File: config.mk
export PLATFORM = sky130hd
export DESIGN_NAME = ca_ram_sched
export DESIGN_NICKNAME = d
export VERILOG_FILES = /design/src/rtl/ca_pkg.sv /design/src/rtl/ca_port_arb.sv /design/src/rtl/ca_ram_sched.sv
export SDC_FILE = /design/constraint.sdc
export NUM_CORES = 1
export LEC_CHECK = 0
export ABC_AREA = 1
export ABC_CLOCK_PERIOD_IN_PS = 1700
export BUFFER_PORTS_ARGS = -buffer_cell sky130_fd_sc_hd__buf_2
export CAP_MARGIN = 15
export CORE_UTILIZATION = 33
export DETAILED_ROUTE_END_ITERATION = 8
export PLACE_DENSITY = 0.81
export SYNTH_ARGS = -nofsm -noshare
export SYNTH_HDL_FRONTEND = slang
export SYNTH_SLANG_ARGS = --single-unit
File: constraint.sdc
create_clock -name clk -period 1.7 [get_ports clk]
set_input_delay 0.085 -clock clk [delete_from_list [all_inputs] [get_ports clk]]
set_output_delay 0.085 -clock clk [all_outputs]
set_load 0.01 [all_outputs]
File: src/rtl/ca_pkg.sv
// rtl/ca_pkg.sv - shared constants and scheduler state encoding for the CA image RAM controller
package ca_pkg;
  localparam int CA_ADDR_W  = 10;
  localparam int CA_DATA_W  = 16;
  localparam int CA_START_X = 1296;
  localparam int CA_SEED_Y  = 1023;

  typedef enum logic [1:0] {
    IDLE = 2'd0,
    GEN  = 2'd1,
    SEED = 2'd2
  } sched_state_t;
endpackage

File: src/rtl/ca_port_arb.sv
// rtl/ca_port_arb.sv - fixed-priority read/write arbiter for the image RAM with read-after-write hazard block
module ca_port_arb
  import ca_pkg::*;
#(
  parameter int ADDR_W = CA_ADDR_W,
  parameter int DATA_W = CA_DATA_W
) (
  input  logic              clk,
  input  logic              rst,
  input  logic              disp_req,
  input  logic [ADDR_W-1:0] disp_addr,
  input  logic              gen_rreq,
  input  logic [ADDR_W-1:0] gen_raddr,
  input  logic              gen_wreq,
  input  logic [ADDR_W-1:0] gen_waddr,
  input  logic [DATA_W-1:0] gen_wdata,
  input  logic              seed_wreq,
  input  logic [ADDR_W-1:0] seed_waddr,
  input  logic [DATA_W-1:0] seed_wdata,
  output logic              disp_gnt,
  output logic              gen_rgnt,
  output logic              disp_rvalid,
  output logic              gen_rvalid,
  output logic              gen_wgnt,
  output logic              seed_wgnt,
  output logic              ram_ena,
  output logic [ADDR_W-1:0] ram_addra,
  output logic              ram_enb,
  output logic [ADDR_W-1:0] ram_addrb,
  output logic [DATA_W-1:0] ram_dinb
);

  logic hazard;

  // Grants are forced low while rst is high so the RAM ports go quiet immediately.
  always_comb begin
    disp_gnt  = 1'b0;
    gen_rgnt  = 1'b0;
    gen_wgnt  = 1'b0;
    seed_wgnt = 1'b0;
    ram_ena   = 1'b0;
    ram_addra = '0;
    ram_enb   = 1'b0;
    ram_addrb = '0;
    ram_dinb  = '0;
    hazard    = 1'b0;
    if (!rst) begin
      gen_wgnt  = gen_wreq;
      seed_wgnt = seed_wreq & ~gen_wreq;
      if (gen_wgnt) begin
        ram_addrb = gen_waddr;
        ram_dinb  = gen_wdata;
      end else if (seed_wgnt) begin
        ram_addrb = seed_waddr;
        ram_dinb  = seed_wdata;
      end
      ram_enb  = gen_wgnt | seed_wgnt;
      hazard   = ram_enb && (ram_addrb == gen_raddr);
      disp_gnt = disp_req;
      gen_rgnt = gen_rreq & ~disp_req & ~hazard;
      ram_ena  = disp_gnt | gen_rgnt;
      if (disp_gnt) begin
        ram_addra = disp_addr;
      end else if (gen_rgnt) begin
        ram_addra = gen_raddr;
      end
    end
  end

  // ram_douta appears one cycle after the grant; tag it for the owner.
  always_ff @(posedge clk or posedge rst) begin
    if (rst) begin
      disp_rvalid <= 1'b0;
      gen_rvalid  <= 1'b0;
    end else begin
      disp_rvalid <= disp_gnt;
      gen_rvalid  <= gen_rgnt;
    end
  end

endmodule

File: src/rtl/ca_ram_sched.sv
// rtl/ca_ram_sched.sv - pass scheduler and RAM arbiter top; CA_SCHED_STATS_EN adds stall/overrun counters
module ca_ram_sched
  import ca_pkg::*;
#(
  parameter int ADDR_W  = CA_ADDR_W,
  parameter int DATA_W  = CA_DATA_W,
  parameter int START_X = CA_START_X,
  parameter int SEED_Y  = CA_SEED_Y
) (
  input  logic              clk,
  input  logic              rst,
  input  logic [10:0]       counter_x,
  input  logic [10:0]       counter_y,
  output logic              gen_start,
  output logic              seed_start,
  input  logic              gen_done,
  input  logic              seed_done,
  input  logic              disp_req,
  input  logic [ADDR_W-1:0] disp_addr,
  input  logic              gen_rreq,
  input  logic [ADDR_W-1:0] gen_raddr,
  output logic              disp_gnt,
  output logic              gen_rgnt,
  output logic              disp_rvalid,
  output logic              gen_rvalid,
  input  logic              gen_wreq,
  input  logic [ADDR_W-1:0] gen_waddr,
  input  logic [DATA_W-1:0] gen_wdata,
  input  logic              seed_wreq,
  input  logic [ADDR_W-1:0] seed_waddr,
  input  logic [DATA_W-1:0] seed_wdata,
  output logic              gen_wgnt,
  output logic              seed_wgnt,
  output logic              ram_ena,
  output logic [ADDR_W-1:0] ram_addra,
  output logic              ram_enb,
  output logic [ADDR_W-1:0] ram_addrb,
  output logic [DATA_W-1:0] ram_dinb,
  output logic              overrun
`ifdef CA_SCHED_STATS_EN
  ,
  output logic [15:0]       gen_stall_cnt,
  output logic [7:0]        overrun_cnt
`endif
);

  localparam logic [10:0] START_X_V = START_X[10:0];
  localparam logic [10:0] SEED_Y_V  = SEED_Y[10:0];

  sched_state_t state_q, state_d;
  logic gen_start_d, seed_start_d, skip;
  logic at_start, gen_line, seed_line, free;

  assign at_start  = (counter_x == START_X_V);
  assign gen_line  = (counter_y < SEED_Y_V);
  assign seed_line = (counter_y == SEED_Y_V);

  // A done arriving with a launch point frees the scheduler first.
  always_comb begin
    state_d      = state_q;
    gen_start_d  = 1'b0;
    seed_start_d = 1'b0;
    skip         = 1'b0;
    free         = 1'b0;
    case (state_q)
      IDLE: free = 1'b1;
      GEN: begin
        if (gen_done) begin
          free    = 1'b1;
          state_d = IDLE;
        end
      end
      SEED: begin
        if (seed_done) begin
          free    = 1'b1;
          state_d = IDLE;
        end
      end
      default: begin
        free    = 1'b1;
        state_d = IDLE;
      end
    endcase
    if (at_start && (gen_line || seed_line)) begin
      if (!free) begin
        skip = 1'b1;
      end else if (gen_line) begin
        state_d     = GEN;
        gen_start_d = 1'b1;
      end else begin
        state_d      = SEED;
        seed_start_d = 1'b1;
      end
    end
  end

  always_ff @(posedge clk or posedge rst) begin
    if (rst) begin
      state_q    <= IDLE;
      gen_start  <= 1'b0;
      seed_start <= 1'b0;
      overrun    <= 1'b0;
    end else begin
      state_q    <= state_d;
      gen_start  <= gen_start_d;
      seed_start <= seed_start_d;
      if (skip) begin
        overrun <= 1'b1;
      end
    end
  end

  ca_port_arb #(
    .ADDR_W(ADDR_W),
    .DATA_W(DATA_W)
  ) u_arb (
    .clk        (clk),
    .rst        (rst),
    .disp_req   (disp_req),
    .disp_addr  (disp_addr),
    .gen_rreq   (gen_rreq),
    .gen_raddr  (gen_raddr),
    .gen_wreq   (gen_wreq),
    .gen_waddr  (gen_waddr),
    .gen_wdata  (gen_wdata),
    .seed_wreq  (seed_wreq),
    .seed_waddr (seed_waddr),
    .seed_wdata (seed_wdata),
    .disp_gnt   (disp_gnt),
    .gen_rgnt   (gen_rgnt),
    .disp_rvalid(disp_rvalid),
    .gen_rvalid (gen_rvalid),
    .gen_wgnt   (gen_wgnt),
    .seed_wgnt  (seed_wgnt),
    .ram_ena    (ram_ena),
    .ram_addra  (ram_addra),
    .ram_enb    (ram_enb),
    .ram_addrb  (ram_addrb),
    .ram_dinb   (ram_dinb)
  );

`ifdef CA_SCHED_STATS_EN
  logic frame_start;
  assign frame_start = (counter_x == 11'd0) && (counter_y == 11'd0);

  always_ff @(posedge clk or posedge rst) begin
    if (rst) begin
      gen_stall_cnt <= '0;
      overrun_cnt   <= '0;
    end else if (frame_start) begin
      gen_stall_cnt <= '0;
      overrun_cnt   <= '0;
    end else begin
      if (gen_rreq && !gen_rgnt && gen_stall_cnt != 16'hFFFF) begin
        gen_stall_cnt <= gen_stall_cnt + 16'd1;
      end
      if (skip && overrun_cnt != 8'hFF) begin
        overrun_cnt <= overrun_cnt + 8'd1;
      end
    end
  end
`endif

endmodule

### Yosys cells after proc, flatten, opt, wreduce, memory -nomap -nowiden

Index checks and enable logic that the tools add are counted.

| operators by class | value |
|---|---|
| $lt $le $gt $ge | 1 |
| eq/ne operators | 5 |
| muxes and demuxes | 33 |
| bitwise operators | 8 |
| reduce and logical (&&, ||, !) cells | 4 |

Operators with widths:

| cell | number |
|---|---|
| $mux 10 | 7 |
| $mux 16 | 3 |
| $mux 1 | 16 |
| $eq 11x10->1 const B | 1 |
| $eq 11x11->1 const B | 1 |
| $lt 11x10->1 const B | 1 |
| $eq 10x10->1 | 1 |
| $mux 2 | 5 |
| $pmux 2 s3 | 1 |
| $and 1x1->1 | 3 |
| $not 1->1 | 3 |
| $eq 2x1->1 const B | 1 |
| $eq 2x2->1 const B | 1 |
| $logic_and 1x1->1 | 2 |
| $logic_not 2->1 | 1 |
| $or 1x1->1 | 2 |
| $pmux 1 s2 | 1 |
| $logic_or 1x1->1 | 1 |

| storage, ports and cells | value |
|---|---|
| register bits after elaboration | 7 |
| input port bits | 102 |
| output and inout port bits | 47 |
| word-level logic and storage cells | 57 |

### Depth between registers and ports, before layout

Gate-level depths: netlist of the first run.

| logic depth | value |
|---|---|
| word-level depth | 12 |
| mapped depth | 12 |
| gate-level depth less buffers | 11 |

### Hierarchy

Synthesis of the first run repeated with hierarchy kept, for this count alone.

| second synthesis, totals | value |
|---|---|
| cell total of the unflattened synthesis | 236 |
| area, all modules | 1305.0 µm² |

Modules (own cells, without submodules):

| module | times used | cells an instance | area an instance (µm²) | seq. area each (µm²) |
|---|---|---|---|---|
| ca_port_arb | 1 | 160 | 845.8 | 50.0 |
| ca_ram_sched | 1 | 76 | 459.2 | 125.1 |

### Least setup slack after synthesis of the first run

Ideal clock, no wire load.

| timing | value |
|---|---|
| path kind | flip-flop to flip-flop |
| from | register state_q[0] |
| to | register state_q[0] |
| setup time | 0.130 ns |
| data arrival time | 1.186 ns |
| data required time | 1.570 ns |
| setup slack | 0.384 ns |
| stages on the path, launching flop included | 8 |
| path buffers | 0 |
| period minus slack after synthesis | 1.316 ns |
| cells stage by stage | dfrtp_1 > inv_1 > ha_1 > nand2_1 > a21oi_1 > nand3b_1 > nand4_1 > o21ai_0 |

| on the way | value |
|---|---|
| word-level cells in the longest chain between the ends | 4 |
| elaborated cells between the ends (all ways) | 9 |
| those cells by class | eq/ne (2); mux (6); reduce/logical (1) |

RTL lines:

| what | RTL line | text |
|---|---|---|
| start: declaration | ca_ram_sched.sv:50 | `sched_state_t state_q, state_d;` |
| start signal: assignment | ca_ram_sched.sv:104 | `state_q <= state_d;` |
| $eq 2x2->1 (tied with other cells) | ca_ram_sched.sv:65 | `case (state_q)` |
| $pmux 2 s3 / $pmux 1 s2 (equally long branches) | ca_ram_sched.sv:65 |  |
| $mux 2 | ca_ram_sched.sv:85 | `if (!free) begin` |
| $mux 2 (*) | ca_ram_sched.sv:84 | `if (at_start && (gen_line \|\| seed_line)) begin` |
| via state_d[0] | ca_ram_sched.sv:50 |  |

Mark *: on every way through the listed nets, which the timed path passes. The rest lies on a longest branch.
A chain may end at the register's enable or synchronous reset.

### Final worst setup path of the first run

| timing | value |
|---|---|
| from | input seed_wreq |
| to | output ram_addra[6] |

| on the way | value |
|---|---|
| word-level cells in the longest chain between the ends | 11 |
| elaborated cells between the ends (all ways) | 12 |
| those cells by class | eq/ne (1); mux (6); bitwise (4); reduce/logical (1) |

RTL lines:

| what | RTL line | text |
|---|---|---|
| start: declaration | ca_ram_sched.sv:29 | `input logic seed_wreq,` |
| $and 1x1->1 (*) | ca_port_arb.sv:49 | `seed_wgnt = seed_wreq & ~gen_wreq;` |
| $mux 10 | ca_port_arb.sv:53 | `end else if (seed_wgnt) begin` |
| $mux 10 | ca_port_arb.sv:50 | `if (gen_wgnt) begin` |
| $mux 10 | ca_port_arb.sv:47 | `if (!rst) begin` |
| $eq 10x10->1 | ca_port_arb.sv:58 | `hazard = ram_enb && (ram_addrb == gen_raddr);` |
| $logic_and 1x1->1 (*) | ca_port_arb.sv:58 |  |
| $not 1->1 (*) | ca_port_arb.sv:60 | `gen_rgnt = gen_rreq & ~disp_req & ~hazard;` |
| $and 1x1->1 (*) | ca_port_arb.sv:60 |  |
| $mux 10 (*) | ca_port_arb.sv:64 | `end else if (gen_rgnt) begin` |
| $mux 10 (*) | ca_port_arb.sv:62 | `if (disp_gnt) begin` |
| $mux 10 (*) | ca_port_arb.sv:47 |  |
| end: declaration | ca_ram_sched.sv:35 | `output logic [ADDR_W-1:0] ram_addra,` |

Mark *: on every way between the ends. The rest lies on a longest branch, timed or not. The select of a mux whose other input is x is not followed.

==> out/metrics.cfg, run 1 <==
[status]
outcome = finished, final reports clean

[sta]
fin_tns_setup_ns = 0
finalClockSkew_ns = 0.00208
fmax_mhz = 660
slew_violations = 0
period_share = 0.891
finalWorstSetupSlack_ns = 0.186
max-slew-margin-rel = 0.586
worst-slew-pin-transition_ns = 0.620
hold_viol = 0
fin_crit_ns = 1.51
rsz0062_at_grt = no
setup_violations = 0

[yosys]
syn_inst = 203
synth_ff_type = dfrtp_1
seq_area_frac_synth = 0.141
synth.area.top_cells = nand2_1 22%, nand3_2 16%, dfrtp_1 14%
netlist-cell-type-count = 23
netlist_area_um2 = 1240
syn_area_per_cell_um2 = 6.11
synth_top_area_share = 0.221
yosys_warnings = 0
synth_top_area_cell = nand2_1
syn_nets = 309
ys_ff_latch = 7
synth_edf_count = 0
async_flop_share = 1.00

[critical_path]
cp.required_ns = 1.62
cp_slowest_cell = buf_4
cp-end-kind = output port
r2r-start = state_q[0]
rrSetupSlack_ns = 0.21
critPathLaunch = seed_wreq
critPathLaunchType = input pin
slowest_delay_ns = 0.20
rr_worst_depth = 7
crit_type = in -> out
worstPathMaxFanout = 8
crit_chain = buf_2 > buf_4 > nand3_2 > nand2_1 > inv_2 > nand2_1 > nand3_1 > nor2_1 > nand3_2 > buf_4 > nand3_2 > nand2_1 > buf_2
reg2reg_to = state_q[0]
worstPathArrival_ns = 1.43

[route]
drc_errors = 0
dr.pass1.iters = 4
avgViaCountPerCell = 4.72
wl_mm = 4.40
drt_iter0_drc = 26
vias = 1882
drtAntennaViolNets = 0
wl_per_cell_um = 11.0

[clock_network]
numCtsBuffers = 3
postCtsHoldBufs = 0
cts.sinks = 7
path_clk_slew_ns = 0.04
cts_tree = done
insertion_delay_ns = 0.22
clockBufferDepth = 2
h-tree-depth = 1
root_buffer = clkbuf_8

[pwr]
leakage_nw = 1.33
peakVddDrop_v = 0.000189
p_int_mw = 0.525
clkPwrFrac = 0.291
p_total_mw = 0.806
cellPowerDensity_nw_per_um2 = 386
p_seq_frac = 0.212
netSwitchingFraction = 0.348
comb_power_share = 0.497
switching_power_mw = 0.280

[flow_run]
drv_cap = 0

[final_layout]
drive_above_1_share = 0.521
finalNetCount = 460
antenna_cells = 0
finalInstanceArea_um2 = 2090
area_growth_pct = 68.3
utilization = 0.602

[grt]
first_global_vias = 1776
grt_use_total = 0.213
gr-total-overflow = 0
grt_max_degree = 18
grt_pass1_wl_mm = 6.98
antenna_found_initial = 0

[placed_design]
pre_cts_ws_ns = 0.144
numPortBuffers = 148
hpwl_mm = 3.86
place.gp.congestion = 0.827
place_area_um2 = 2040

[floorplan]
core_um2 = 3470
start_util = 0.358
ioPinCount = 149
die_h_um = 63.3
die_area_um2 = 4010
die_w_um = 63.3
std_cell_rows = 21

[worst_hold_path]
worstHoldPathType = in -> async

==> worst max-delay path: cells and delay by family <==
family                 cells  cell delay (ns)
buffers and inverters      5             0.69
and+or+nand+nor            8             0.64
==> state kept, by name (all words and copies together), names as in the netlist <==
| signal | cells |
|---|---|
| gen_start | 1 |
| overrun | 1 |
| seed_start | 1 |
| state_q | 2 |
| u_arb.disp_rvalid | 1 |
| u_arb.gen_rvalid | 1 |
==> area by class of cell <==
type / instances / area, um^2
clock buffer: 4 / 45.0
fill: 350 / 1380
inverter: 27 / 104
multi-input combinational: 161 / 922
sequential: 7 / 175
tap: 46 / 57.6
timing repair buffer: 154 / 786
==> cell usage in the layout, fill, tap and decap left out <==
master / Yosys / final
a22o_1: 16 / 16
clkbuf_8: 0 / 3
nand2_1: 73 / 73
nand3_2: 20 / 20
buf_4: 2 / 6
a31o_2: 1 / 1
o21ai_0: 3 / 3
nand3_1: 7 / 7
nor2_1: 11 / 11
buf_2: 2 / 148
nand4_1: 5 / 5
nand3b_1: 4 / 4
nor3b_2: 0 / 1
dfrtp_1: 7 / 7
clkbuf_1: 3 / 1
ha_1: 4 / 4
nor2_2: 2 / 2
inv_1: 22 / 22
clkinv_1: 2 / 2
nor4_1: 1 / 1
inv_4: 0 / 1
a21oi_1: 12 / 12
nor3_1: 1 / 1
inv_2: 3 / 2
==> through the flow <==
stage / hold slack [ns] / instances
global placement: 0.267 / 395
global route: 0.0664 / 399
CTS: 0.0381 / 399
floorplan: -0.0954 / 203
finish: 0.0392 / 399
detailed placement: 0.277 / 395
==> cells by family after synthesis <==
kind of cell	share of synthesized area
buf+inv	0.120
flops	0.141
fa+ha+maj	0.0403
compound gates	0.180
simple gates	0.518
==> synth_stat cells, types with 2 or more instances <==
cell and count:
clkbuf_1 3, buf_2 2, nor2_2 2, inv_2 3
o21ai_0 3, dfrtp_1 7, clkinv_1 2, ha_1 4
a22o_1 16, inv_1 22, nand2_1 73, nor2_1 11
a21oi_1 12, buf_4 2, nand3b_1 4, nand3_1 7
nand4_1 5, nand3_2 20
==> power by group through the flow <==
stage	clock network, mW	logic (mW)	registers [mW]
2_1_floorplan	0	0.193	0.174
3_3_place_gp	0	0.396	0.173
3_5_place_dp	0	0.402	0.173
4_1_cts	0.235	0.403	0.171
5_1_grt	0.252	0.445	0.171
6_report	0.234	0.401	0.171
==> how the worst max path moves through the flow <==
stage,endpoint,depth (start not counted),slack [ns]
2_1_floorplan,state_q[0],7,0.38
3_3_place_gp,ram_addra[8],13,0.19
3_5_place_dp,ram_addra[6],13,0.14
4_1_cts,ram_addra[6],13,0.14
5_1_grt,ram_addra[5],13,0.02
6_report,ram_addra[6],13,0.19
==> timing repair <==
item | 4_1_cts | 5_1_grt
setup buffers | 0 | 0
gates resized for setup | 0 | 2
hold endpoints to repair | 0 | 0
setup endpoints to repair | 0 | 7
==> layer usage <==
layer / part of all wire / global-route usage / vias up
met3: 0.073 / 0.0435 / 6
met2: 0.53 / 0.434 / 81
met4: 0.014 / 0.0597 / 0
met1: 0.38 / 0.209 / 823
met5: 0 / 0 / -
li1: - / - / 972
No activity file was read; power rests on OpenSTA's default activity.
==> run 2, diff against run 1 <==
- MAX_ROUTING_LAYER: unset -> met4
==> run 2 against run 1 <==
Compared with the run above:
- hold slack barely moved
- first-iteration DRC count did not move
- wire length fell by 0.14%
- utilization did not move
- global-route usage rose by 0.67 points
- via count did not move
- final area did not move
- register-to-register slack barely moved
- die area did not move
- highest routed layer unchanged
==> out/metrics.cfg, run 2 (same netlist as run 1, synthesis figures left out) <==
[clock_network]
insertion_delay_ns = 0.22  ; about the same
postCtsHoldBufs = 0  ; unchanged
cts_tree = done  ; unchanged
h-tree-depth = 1  ; unchanged
cts.sinks = 7  ; unchanged
post_cts_buffers = 0  ; unchanged
cts_resized = 0  ; unchanged
root_buffer = clkbuf_8  ; unchanged
numCtsBuffers = 3  ; unchanged
clockBufferDepth = 2  ; unchanged
path_clk_slew_ns = 0.04  ; about the same

[floorplan]
die_area_um2 = 4010  ; unchanged
start_util = 0.358  ; unchanged
core_um2 = 3470  ; unchanged
ioPinCount = 149  ; unchanged
std_cell_rows = 21  ; unchanged
die_h_um = 63.3  ; unchanged
die_w_um = 63.3  ; unchanged

[placed_design]
placedCellCount = 395  ; unchanged
hpwl_mm = 3.86  ; unchanged
numPortBuffers = 148  ; unchanged
place_area_um2 = 2040  ; unchanged
place.gp.congestion = 0.840  ; was 0.827

[route]
wl_per_cell_um = 11.0  ; about the same
drtAntennaViolNets = 0  ; unchanged
dr.pass1.iters = 4  ; unchanged
avgViaCountPerCell = 4.72  ; unchanged
wl_mm = 4.39  ; was 4.40 mm
drc_errors = 0  ; unchanged
vias = 1882  ; unchanged
drt_iter0_drc = 26  ; unchanged

[final_layout]
finalInstanceArea_um2 = 2090  ; unchanged
fillers = 350  ; unchanged
drive_above_1_share = 0.521  ; unchanged
finalNetCount = 460  ; unchanged
multi_input_area_um2 = 922  ; unchanged
largest_reg_flops = 2  ; unchanged
antenna_cells = 0  ; unchanged
regArea_um2 = 175  ; unchanged
layout_commonest_cell = buf_2  ; unchanged
area_growth_pct = 68.3  ; unchanged
instances_no_fill = 399  ; unchanged
final_cell_mix = 148 x buf_2, 73 x nand2_1, 22 x inv_1  ; unchanged
top_register = state_q  ; unchanged

[pwr]
peakVddDrop_v = 0.000189  ; about the same
leakage_nw = 1.33  ; unchanged
p_total_mw = 0.806  ; about the same
cellPowerDensity_nw_per_um2 = 386  ; about the same

[critical_path]
rrSetupSlack_ns = 0.21  ; about the same
cp_slowest_cell = buf_4  ; unchanged
reg2reg_to = state_q[0]  ; unchanged
crit_cells = 13  ; unchanged
slowest_delay_ns = 0.20  ; about the same
critPathLaunchType = input pin  ; unchanged
crit_chain = buf_2 > buf_4 > nand3_2 > nand2_1 > inv_2 > nand2_1 > nand3_1 > nor2_1 > nand3_2 > buf_4 > nand3_2 > nand2_1 > buf_2  ; unchanged
rr_worst_depth = 7  ; unchanged
path_buf_inv = 5  ; unchanged
r2r-start = state_q[0]  ; unchanged
worstPathMaxFanout = 8  ; unchanged
crit_type = in -> out  ; unchanged
worstPathArrival_ns = 1.43  ; about the same
cp.required_ns = 1.62  ; about the same
crit_family = buffers and inverters  ; unchanged
critPathLaunch = seed_wreq  ; unchanged
cp-end-kind = output port  ; unchanged

[sta]
finalClockSkew_ns = 0.00208  ; unchanged
period_share = 0.891  ; about the same
slew_violations = 0  ; unchanged
worst-slew-pin-transition_ns = 0.620  ; unchanged
hold_viol = 0  ; unchanged
setup_violations = 0  ; unchanged
max-slew-margin-rel = 0.586  ; unchanged
fin_tns_setup_ns = 0  ; unchanged
fin_crit_ns = 1.51  ; about the same
rsz0062_at_grt = no  ; unchanged
fmax_mhz = 660  ; about the same

[grt]
antenna_found_initial = 0  ; unchanged
grt_pass1_wl_mm = 7.01  ; was 6.98 mm
grt_use_total = 0.220  ; was 0.213
gr-total-overflow = 0  ; unchanged
first_global_vias = 1770  ; was 1,776
grt_max_degree = 18  ; unchanged

[worst_hold_path]
worstHoldPathType = in -> async  ; unchanged

[flow_run]
drv_cap = 0  ; unchanged

[status]
outcome = finished, final reports clean  ; unchanged

-- run 2: cell counts in the layout (fill, tap and decap cells not counted) --
Identical to the previous run, type by type.
-- run 2: stage by stage --
stage	util	hold WS, ns	worst slack, ns
2_1_floorplan	-	-0.0954	0.384
3_3_place_gp	0.589	0.267	0.186
3_5_place_dp	0.589	0.277	0.144
4_1_cts	0.602	0.0381	0.139
5_1_grt	0.602	0.0664	0.0159
6_report	0.602	0.0392	0.186
-- run 2: how the worst max path moves through the flow --
stage,endpoint,slack [ns]
2_1_floorplan,state_q[0],0.38
3_3_place_gp,ram_addra[8],0.19
3_5_place_dp,ram_addra[6],0.14
4_1_cts,ram_addra[6],0.14
5_1_grt,ram_addra[5],0.02
6_report,ram_addra[6],0.19
-- run 2: layout make-up --
type / count / area share
repair buffers: 154 / 0.376
inverters: 27 / 0.0497
flip-flops and latches: 7 / 0.0838
well taps: 46 / 0.0275
multi-input cells: 161 / 0.441
clock buffers: 4 / 0.0216
-- run 2: layer usage --
layer  track usage  up-vias  wire, um  share of wire
met1         0.212      823      1700           0.39
met3        0.0435        6       309          0.070
met5             -        -         0              0
met4        0.0540        0        60          0.014
met2         0.436       81      2320           0.53
li1              -      972         -              -
-- run 2: worst register-to-register path, stage by stage (launching register included) --
cell      delay [ns]
dfrtp_1         0.39
inv_1           0.08
ha_1            0.28
nand2_1         0.05
a21oi_1         0.17
nand3b_1        0.25
nand4_1         0.12
o21ai_0         0.09
-- run 2: report_power, final --
group / switching (mW) / internal (mW)
registers: 0.000996 / 0.170
logic: 0.208 / 0.193
clock network: 0.0718 / 0.162
